--- config.mk ---
export PLATFORM = sky130hd
export DESIGN_NAME = sobel_window_flat
export DESIGN_NICKNAME = d
export VERILOG_FILES = /design/src/rtl/sobel_if.sv /design/src/rtl/sobel_window.sv /design/src/flat_wrapper.sv
export SDC_FILE = /design/constraint.sdc
export NUM_CORES = 1
export LEC_CHECK = 0
export ABC_AREA = 1
export CAP_MARGIN = 20
export CORE_MARGIN = 2
export CORE_UTILIZATION = 55
export CTS_BUF_LIST = sky130_fd_sc_hd__clkbuf_4
export DETAILED_ROUTE_END_ITERATION = 16
export GPL_TIMING_DRIVEN = 0
export PLACE_DENSITY = 0.85
export SLEW_MARGIN = 20
export SYNTH_ARGS = -nofsm -noshare
export SYNTH_HDL_FRONTEND = slang
export SYNTH_SLANG_ARGS = --single-unit
--- constraint.sdc ---
create_clock -name clk -period 15 [get_ports clk]
set_input_delay 4.5 -clock clk [delete_from_list [all_inputs] [get_ports clk]]
set_output_delay 4.5 -clock clk [all_outputs]
set_load 0.02 [all_outputs]
--- src/rtl/sobel_if.sv ---
// Window-in / pixel-out bundle between the line buffers, the Sobel stage and the edge-map writer.
interface sobel_if;
  logic       start;
  logic [7:0] top_a, top_b, top_c;
  logic [7:0] mid_a, mid_b, mid_c;
  logic [7:0] bot_a, bot_b, bot_c;
  logic       rd_en;
  logic       busy;
  logic [7:0] pix_out;
  logic       pix_valid;
  logic [9:0] col_idx;
  logic       row_done;

  modport master (
    output start, top_a, top_b, top_c, mid_a, mid_b, mid_c, bot_a, bot_b, bot_c,
    input  rd_en, busy, pix_out, pix_valid, col_idx, row_done
  );

  modport slave (
    input  start, top_a, top_b, top_c, mid_a, mid_b, mid_c, bot_a, bot_b, bot_c,
    output rd_en, busy, pix_out, pix_valid, col_idx, row_done
  );
endinterface

--- src/rtl/sobel_window.sv ---
// Row sequencer and 3-stage Sobel |Gx|+|Gy| pipeline fed by three line buffers.
// One window per rd_en cycle in, one tagged pixel per cycle out, three cycles later.
module sobel_window #(
  parameter int WIDTH  = 640,
  parameter int THRESH = 0
) (
  input  logic     clk,
  input  logic     rst,
  sobel_if.slave   bus
);

  typedef enum logic [1:0] {
    IDLE  = 2'd0,
    RUN   = 2'd1,
    DRAIN = 2'd2
  } state_t;

  localparam logic [9:0] LAST_COL = 10'(WIDTH - 1);

  state_t      state_r;
  logic [9:0]  col_r;
  logic        rd_en_r;
  logic        busy_r;

  logic        s1_valid_r;
  logic [9:0]  s1_col_r;
  logic [7:0]  s1_ta_r, s1_tb_r, s1_tc_r;
  logic [7:0]  s1_ma_r, s1_mc_r;
  logic [7:0]  s1_ba_r, s1_bb_r, s1_bc_r;

  logic        s2_valid_r;
  logic [9:0]  s2_col_r;
  logic        s2_last_r;
  logic signed [10:0] s2_gx_r, s2_gy_r;

  logic        s3_valid_r;
  logic [9:0]  s3_col_r;
  logic        s3_done_r;
  logic [7:0]  s3_pix_r;

  logic signed [10:0] gx_s, gy_s;
  logic [10:0] mag_s;
  logic [7:0]  sat_s;
  logic [7:0]  res_s;

  // 1-2-1 weighted sum of three pixels, 0..1020
  function automatic logic [10:0] wsum(input logic [7:0] p, input logic [7:0] q, input logic [7:0] r);
    return {3'b000, p} + {2'b00, q, 1'b0} + {3'b000, r};
  endfunction

  function automatic logic [10:0] abs11(input logic signed [10:0] v);
    logic [10:0] res;
    if (v < 11'sd0) begin
      res = 11'(-v);
    end else begin
      res = 11'(v);
    end
    return res;
  endfunction

  // Row sequencer: IDLE -> RUN for WIDTH read cycles -> DRAIN until the pipeline empties
  always_ff @(posedge clk or posedge rst) begin
    if (rst) begin
      state_r <= IDLE;
      col_r   <= 10'd0;
      rd_en_r <= 1'b0;
      busy_r  <= 1'b0;
    end else begin
      case (state_r)
        IDLE: begin
          if (bus.start) begin
            state_r <= RUN;
            col_r   <= 10'd0;
            rd_en_r <= 1'b1;
            busy_r  <= 1'b1;
          end
        end
        RUN: begin
          if (col_r == LAST_COL) begin
            state_r <= DRAIN;
            rd_en_r <= 1'b0;
          end else begin
            col_r <= col_r + 10'd1;
          end
        end
        DRAIN: begin
          // stage 3 holds the last pixel once stages 1 and 2 are empty
          if (!s1_valid_r && !s2_valid_r) begin
            state_r <= IDLE;
            busy_r  <= 1'b0;
            col_r   <= 10'd0;
          end
        end
        default: begin
          state_r <= IDLE;
          col_r   <= 10'd0;
          rd_en_r <= 1'b0;
          busy_r  <= 1'b0;
        end
      endcase
    end
  end

  // Stage 1: capture the 3x3 window presented while rd_en is high
  always_ff @(posedge clk or posedge rst) begin
    if (rst) begin
      s1_valid_r <= 1'b0;
      s1_col_r   <= 10'd0;
      s1_ta_r <= 8'd0; s1_tb_r <= 8'd0; s1_tc_r <= 8'd0;
      s1_ma_r <= 8'd0; s1_mc_r <= 8'd0;
      s1_ba_r <= 8'd0; s1_bb_r <= 8'd0; s1_bc_r <= 8'd0;
    end else begin
      s1_valid_r <= rd_en_r;
      if (rd_en_r) begin
        s1_col_r <= col_r;
        s1_ta_r  <= bus.top_a; s1_tb_r <= bus.top_b; s1_tc_r <= bus.top_c;
        s1_ma_r  <= bus.mid_a; s1_mc_r <= bus.mid_c;
        s1_ba_r  <= bus.bot_a; s1_bb_r <= bus.bot_b; s1_bc_r <= bus.bot_c;
      end
    end
  end

  // Gradients; both fit in signed 11 bits so the wrapping subtraction is exact
  always_comb begin
    gx_s = $signed(wsum(s1_tc_r, s1_mc_r, s1_bc_r) - wsum(s1_ta_r, s1_ma_r, s1_ba_r));
    gy_s = $signed(wsum(s1_ba_r, s1_bb_r, s1_bc_r) - wsum(s1_ta_r, s1_tb_r, s1_tc_r));
  end

  // Stage 2: register gradients and tags
  always_ff @(posedge clk or posedge rst) begin
    if (rst) begin
      s2_valid_r <= 1'b0;
      s2_col_r   <= 10'd0;
      s2_last_r  <= 1'b0;
      s2_gx_r    <= 11'sd0;
      s2_gy_r    <= 11'sd0;
    end else begin
      s2_valid_r <= s1_valid_r;
      s2_col_r   <= s1_col_r;
      s2_last_r  <= (s1_col_r == LAST_COL);
      s2_gx_r    <= gx_s;
      s2_gy_r    <= gy_s;
    end
  end

  // Magnitude, saturation and optional binarisation of the saturated value
  always_comb begin
    mag_s = abs11(s2_gx_r) + abs11(s2_gy_r);
    if (mag_s > 11'd255) begin
      sat_s = 8'd255;
    end else begin
      sat_s = mag_s[7:0];
    end
    if (THRESH == 0) begin
      res_s = sat_s;
    end else if ($signed({24'd0, sat_s}) >= THRESH) begin
      res_s = 8'd255;
    end else begin
      res_s = 8'd0;
    end
  end

  // Stage 3: output register, payload forced to zero when not valid
  always_ff @(posedge clk or posedge rst) begin
    if (rst) begin
      s3_valid_r <= 1'b0;
      s3_col_r   <= 10'd0;
      s3_done_r  <= 1'b0;
      s3_pix_r   <= 8'd0;
    end else if (s2_valid_r) begin
      s3_valid_r <= 1'b1;
      s3_col_r   <= s2_col_r;
      s3_done_r  <= s2_last_r;
      s3_pix_r   <= res_s;
    end else begin
      s3_valid_r <= 1'b0;
      s3_col_r   <= 10'd0;
      s3_done_r  <= 1'b0;
      s3_pix_r   <= 8'd0;
    end
  end

  assign bus.rd_en     = rd_en_r;
  assign bus.busy      = busy_r;
  assign bus.pix_out   = s3_pix_r;
  assign bus.pix_valid = s3_valid_r;
  assign bus.col_idx   = s3_col_r;
  assign bus.row_done  = s3_done_r;

endmodule
--- src/flat_wrapper.sv ---
// flat-port wrapper written by rule: the top's interface ports become plain ports
module sobel_window_flat 
#(
  parameter int WIDTH  = 640,
  parameter int THRESH = 0
)
  (clk, rst, bus_start, bus_top_a, bus_top_b, bus_top_c, bus_mid_a, bus_mid_b, bus_mid_c, bus_bot_a, bus_bot_b, bus_bot_c, bus_rd_en, bus_busy, bus_pix_out, bus_pix_valid, bus_col_idx, bus_row_done);
  sobel_if bus_i ();
  input  logic clk;
  input  logic rst;
  input wire logic [$bits(bus_i.start)-1:0] bus_start;
  input wire logic [$bits(bus_i.top_a)-1:0] bus_top_a;
  input wire logic [$bits(bus_i.top_b)-1:0] bus_top_b;
  input wire logic [$bits(bus_i.top_c)-1:0] bus_top_c;
  input wire logic [$bits(bus_i.mid_a)-1:0] bus_mid_a;
  input wire logic [$bits(bus_i.mid_b)-1:0] bus_mid_b;
  input wire logic [$bits(bus_i.mid_c)-1:0] bus_mid_c;
  input wire logic [$bits(bus_i.bot_a)-1:0] bus_bot_a;
  input wire logic [$bits(bus_i.bot_b)-1:0] bus_bot_b;
  input wire logic [$bits(bus_i.bot_c)-1:0] bus_bot_c;
  output wire logic [$bits(bus_i.rd_en)-1:0] bus_rd_en;
  output wire logic [$bits(bus_i.busy)-1:0] bus_busy;
  output wire logic [$bits(bus_i.pix_out)-1:0] bus_pix_out;
  output wire logic [$bits(bus_i.pix_valid)-1:0] bus_pix_valid;
  output wire logic [$bits(bus_i.col_idx)-1:0] bus_col_idx;
  output wire logic [$bits(bus_i.row_done)-1:0] bus_row_done;
  assign bus_i.start = bus_start;
  assign bus_i.top_a = bus_top_a;
  assign bus_i.top_b = bus_top_b;
  assign bus_i.top_c = bus_top_c;
  assign bus_i.mid_a = bus_mid_a;
  assign bus_i.mid_b = bus_mid_b;
  assign bus_i.mid_c = bus_mid_c;
  assign bus_i.bot_a = bus_bot_a;
  assign bus_i.bot_b = bus_bot_b;
  assign bus_i.bot_c = bus_bot_c;
  assign bus_rd_en = bus_i.rd_en;
  assign bus_busy = bus_i.busy;
  assign bus_pix_out = bus_i.pix_out;
  assign bus_pix_valid = bus_i.pix_valid;
  assign bus_col_idx = bus_i.col_idx;
  assign bus_row_done = bus_i.row_done;
  sobel_window #(.WIDTH(WIDTH), .THRESH(THRESH)) u_core (.clk(clk), .rst(rst), .bus(bus_i));
endmodule
After elaboration in Yosys (flattened, before gate mapping)
Cells that the tools add are included.

Input bits: 75. Register bits: 143. Word-level logic and storage cells: 78.

$lt $le $gt $ge: 3. Add/subtract/negate cells: 14. Reductions and logical operators: 8. Eq/ne operators: 8. Bitwise operators: 2. Mux-type cells: 20.

Operators by type and width (count): adder 11 x 8 -> 11 bit (4); adder 8 x 9 -> 10 bit (4); two-way mux 10 bit (4); one-hot mux 10 bit (3 select lines) (1); less-than comparator 11 x 1 -> 1 bit (second input constant) (2); two-way mux 11 bit (2); negator 11 bit (2); subtractor 11 bit (2); == test 10 bit (second input constant) (2); two-way mux 8 bit (2); AND reduction 3 bit (4); adder 11 bit (1); > comparator 11 x 8 -> 1 bit (second input constant) (1); adder 10 x 1 -> 10 bit (second input constant) (1); two-way mux 2 bit (3); one-hot mux 1 bit (3 select lines) (2); one-hot mux 2 bit (3 select lines) (1); two-way mux 1 bit (5); inequality test 2 x 1 -> 1 bit (second input constant) (2); inequality test 2 bit (second input constant) (2); == test 2 x 1 -> 1 bit (second input constant) (1); == test 2 bit (second input constant) (1); logical NOT 1 bit (2); logical NOT 2 bit (1); other kinds (2) (3).

Logic depth before layout (Yosys ltp)
Gate-level depths: netlist of run 1.

Depth after elaboration: 6. Gate-level depth with buffers: 19. Gate-level depth less buffers: 19.

Worst setup path after synthesis of run 1
OpenSTA, ideal clock, no wires.

Path type: input -> register. From: input bus_start. To: register u_core.col_r[0]. Stages on the path: 7. Path slack: 9765 ps. Buffers on the path: 0. Arrival time: 5115 ps. Library setup time: 120 ps. Cell sequence: nor3_1 nor2_1 nand2_1 nand2_4 clkinv_2 nand2_1 o21ai_2.

Word-level cells in the longest chain between the ends: 2.

Ends and longest elaborated chain: start: declaration (RTL line flat_wrapper.sv:11) `input wire logic [$bits(bus_i.start)-1:0] bus_start;`; inequality test 2 bit (no line); AND reduction 3 bit (no line); end signal: assignment (RTL line sobel_window.sv:83) `col_r <= col_r + 10'd1;`; end: declaration (RTL line sobel_window.sv:21) `logic [9:0] col_r;`.

Every way passes these cells. A chain may end at the register's enable or synchronous reset.

Worst setup path in the final report of run 1
From: register u_core.rd_en_r, in the netlist u_core.bus.rd_en. To: output bus_rd_en.

RTL lines: start: declaration (RTL line sobel_window.sv:22) `logic rd_en_r;`; start signal: assignment (RTL line sobel_window.sv:66) `rd_en_r <= 1'b0;`; start signal: assignment (RTL line sobel_window.sv:74) `rd_en_r <= 1'b1;`; start signal: assignment (RTL line sobel_window.sv:81) `rd_en_r <= 1'b0;`; end: declaration (RTL line flat_wrapper.sv:21) `output wire logic [$bits(bus_i.rd_en)-1:0] bus_rd_en;`.

No word-level cell between the ends.

==> flow_summary.yaml, run 1 <==
place:
  dp.cells: 1279
  postPlaceCellArea_sq_um: 10200
  buffer_ports.inserted: 88
  globalplace.congestion: 0.869
  placement.setup.worst_slack_ns: 9.12
  place_hpwl_microns: 15600
critical_path:
  crit_path_top_delay_cell: "clkdlybuf4s50_1"
  crit_family: "buffers and inverters"
  worst-path-buf-inv: 1
  critical_path_class: "flip-flop to output pin"
  setup.worst_path.end_class: "output pin"
  arrival_ns: 1.68
  timing.critical_path.from_type: "flip-flop"
  r2r_slack_ns: 11.02
  worstPathRequired_ns: 10.50
  crit_chain: "clkdlybuf4s50_1"
  cp_slowest_stage_delay_ns: 0.64
  critical_path_peak_fanout: 6
grt:
  grt_antenna_before_repair: 1
  first_global_vias: 7061
  grt_start_max_net_pins: 84
  global_route.usage.total_pct: 24.1
  wire_length_of_the_first_global_routing_pass_microns: 32900
  globalRoute.totalOverflow: 0
yosys:
  syn-cell-area_sq_um: 8970
  synth_enable_flop_cells: 0
  synthTopCellsByArea: "dfrtp_1 40%, ha_1 9.6%, fa_1 8.3%, nand2_1 6.8%, inv_1 6.8%"
  synth.distinct_cells: 40
  syn-mean-instance-area_sq_um: 9.21
  netlist.top_cell.by_area: "dfrtp_1"
  ys_warnings: 0
  yosys.area.top_type_share_pct: 39.9
  sequential_to_total_area_share_from_yosys_stat_pct: 39.9
  asyncSetResetFlopFracSynth_pct: 100
  syn-instance-count: 974
  dominantRegCellSynth: "dfrtp_1"
  syn_nets: 1155
  post_synthesis_register_bit_count: 143
clocking:
  clock_sink_count: 143
  postCtsHoldBufs: 0
  cts_resized: 0
  clk-insertion-delay-late_ns: 0.56
  cts_htree_levels: 4
  cts_tree: "yes"
  ctsRootBufferMaster: "clkbuf_4"
  worst_setup_hold_path_clk_slew_ns: 0.12
  ctsLongestPathBuffers: 2
  cts_buffers: 17
  post_cts_setup_buffer_count: 0
floorplanning:
  dieArea_sq_um: 17300
  row_count: 46
  core_area_sq_um: 15900
  die_h_microns: 132
  effective_utilization_at_floorplan_pct: 56.5
  dieWidth_microns: 132
  pin_count: 97
cells_and_area:
  stdcell_count: 1312
  post_route_cells_drive_above_1_share_pct: 9.86
  layout.cell_area.non_filler_sq_um: 10400
  syn2layout_area_growth_pct: 16.1
  layout_utilization_pct: 65.5
  nNetsFinal: 1263
sta:
  relSlewSlack_pct: 49.7
  final_max_slew_viol_count: 0
  post_route_skew_ns: 0.0261
  hold-worst-slack_ns: 0.380
  period_needed_ns: 6.18
  unrepaired_setup_endpoints_after_global_routing: "no"
  finalHoldViolCount: 0
  fin_ws_ns: 8.82
  post-route-period-util_pct: 41.2
  setup-violations-final: 0
  totalNegativeSetupSlack_ns: 0
  fmax_mhz: 162
  worst-slew-pin-transition_ns: 0.755
route:
  detail_route.vias_per_cell: 5.18
  drc_errors: 0
  wl_per_cell_microns: 14.7
  detail_route.first_pass.iterations: 5
  wirelength_microns: 19200
  final_antenna_net_count: 0
  num_vias: 6793
  first_iter_violations: 425
run_status:
  run_status: "complete, no violations"
power_and_ir_drop:
  max-vdd-ir-drop_mv: 0.108
  cellLeakagePower_nw: 5.14
  power_density_nw_per_um2: 172
  post-layout-total-power_mw: 1.79
worst_hold_path:
  worst_hold_class: "flip-flop to flip-flop"
job:
  maxCapViolCount: 0
==> layout by cell type, fill, tap and decap left out, types with 8 or more instances in the layout <==
cell / count
a21oi_1: 47
clkbuf_4: 21
clkdlybuf4s50_1: 88
dfrtp_1: 143
fa_1: 37
ha_1: 69
inv_1: 161
inv_2: 9
mux2_2: 46
nand2_1: 163
nand3_1: 47
nand4_1: 15
nor2_1: 60
nor3_1: 8
o21ai_0: 42
xnor2_1: 24
xor2_1: 45
==> path summary, 6_finish.rpt <==
path,start,cells past startpoint,end
worst max register to register,u_core.s1_ba_r[1]$_DFFE_PP0P_,18,u_core.s2_gy_r[10]$_DFF_PP0_
worst min register to register,u_core.s1_col_r[7]$_DFFE_PP0P_,0,u_core.s2_col_r[7]$_DFF_PP0_
worst max-delay path,u_core.bus.rd_en$_DFFE_PP0P_,1,bus_rd_en
max in group asynchronous,rst,3,u_core.s1_bc_r[2]$_DFFE_PP0P_
min in group asynchronous,rst,2,u_core.bus.col_idx[8]$_DFF_PP0_
worst min-delay path,u_core.s1_col_r[7]$_DFFE_PP0P_,0,u_core.s2_col_r[7]$_DFF_PP0_
==> layer usage <==
layer	global-route usage, %	vias up	wire, microns
li1	-	3337	-
met1	30.0	3191	8010
met3	4.32	56	996
met2	40.3	209	9350
met5	0	-	0
met4	12.4	0	864
==> sequential cells by signal (all words and copies together), names as in the netlist, 10 cells and up <==
name and cells:
u_core.bus.col_idx 10, u_core.s2_gx_r 11, u_core.s2_col_r 10, u_core.s2_gy_r 11, u_core.s1_col_r 10, u_core.col_r 10
==> synthesized netlist by cell type (2+ instances only) <==
master and count:
a21oi_1 47, and2_1 2, buf_1 5, buf_2 5
clkbuf_1 3, dfrtp_1 143, fa_1 37, ha_1 69
inv_1 162, inv_2 9, mux2_2 46, nand2_1 163
nand2_2 4, nand3_1 47, nand4_1 15, nor2_1 60
nor3_1 8, o211ai_1 3, o21ai_0 42, o21ai_1 7
o21ai_2 2, o21bai_1 7, o31ai_1 4, xnor2_1 24
xor2_1 45
==> report_power, final <==
group | total [mW] | switching, mW | internal (mW) | leakage, nW
Clock | 0.223 | 0.135 | 0.0881 | 0.138
Sequential | 0.473 | 0.0328 | 0.440 | 1.64
Combinational | 1.09 | 0.654 | 0.437 | 3.36
==> layout make-up <==
| cell class | instances | area, sq um |
|---|---|---|
| tap | 216 | 270 |
| buffer | 15 | 67.6 |
| fill | 1234 | 5470 |
| inverter | 172 | 654 |
| clock inverter | 11 | 93.8 |
| antenna | 1 | 2.50 |
| multi-input combinational | 644 | 4680 |
| sequential | 143 | 3580 |
| clock buffer | 21 | 158 |
| timing repair buffer | 89 | 908 |
==> logic make-up after synthesis <==
kind of cell | Yosys count | share of synthesized area [%]
xor gates and xnor gates | 69 | 6.74
adders and majority gates | 106 | 17.9
buffers and inverters | 187 | 7.96
and+or+nand+nor | 309 | 14.9
DFF | 143 | 39.9
muxes | 46 | 5.77
AOI/OAI and AO/OA | 114 | 6.86
No activity file was read; power rests on OpenSTA's default activity.
==> run 2: changes to the inputs <==
==> constraint.sdc (replaced) <==
create_clock -name clk -period 6.05 [get_ports clk]
set_input_delay 1.815 -clock clk [delete_from_list [all_inputs] [get_ports clk]]
set_output_delay 1.815 -clock clk [all_outputs]
set_load 0.02 [all_outputs]
==> results of run 2 <==
Same layout as run 1 (identical final DEF). Status: complete, no violations.
Among the figures that moved: setup slack after placement 9.12 ns -> 2.11 ns; clock-pin slew on the worst setup and hold paths 0.12 ns -> 0.11 ns; setup slack after layout 8.82 ns -> 2.07 ns; start point of the critical path u_core.bus.rd_en$_DFFE_PP0P_ -> u_core.s1_ba_r[1]$_DFFE_PP0P_; end point of the critical path bus_rd_en -> u_core.s2_gy_r[10]$_DFF_PP0_; register-to-register setup slack 11.02 ns -> 2.07 ns; total power 1.79 mW -> 4.43 mW; worst IR drop on VDD 0.108 mV -> 0.267 mV
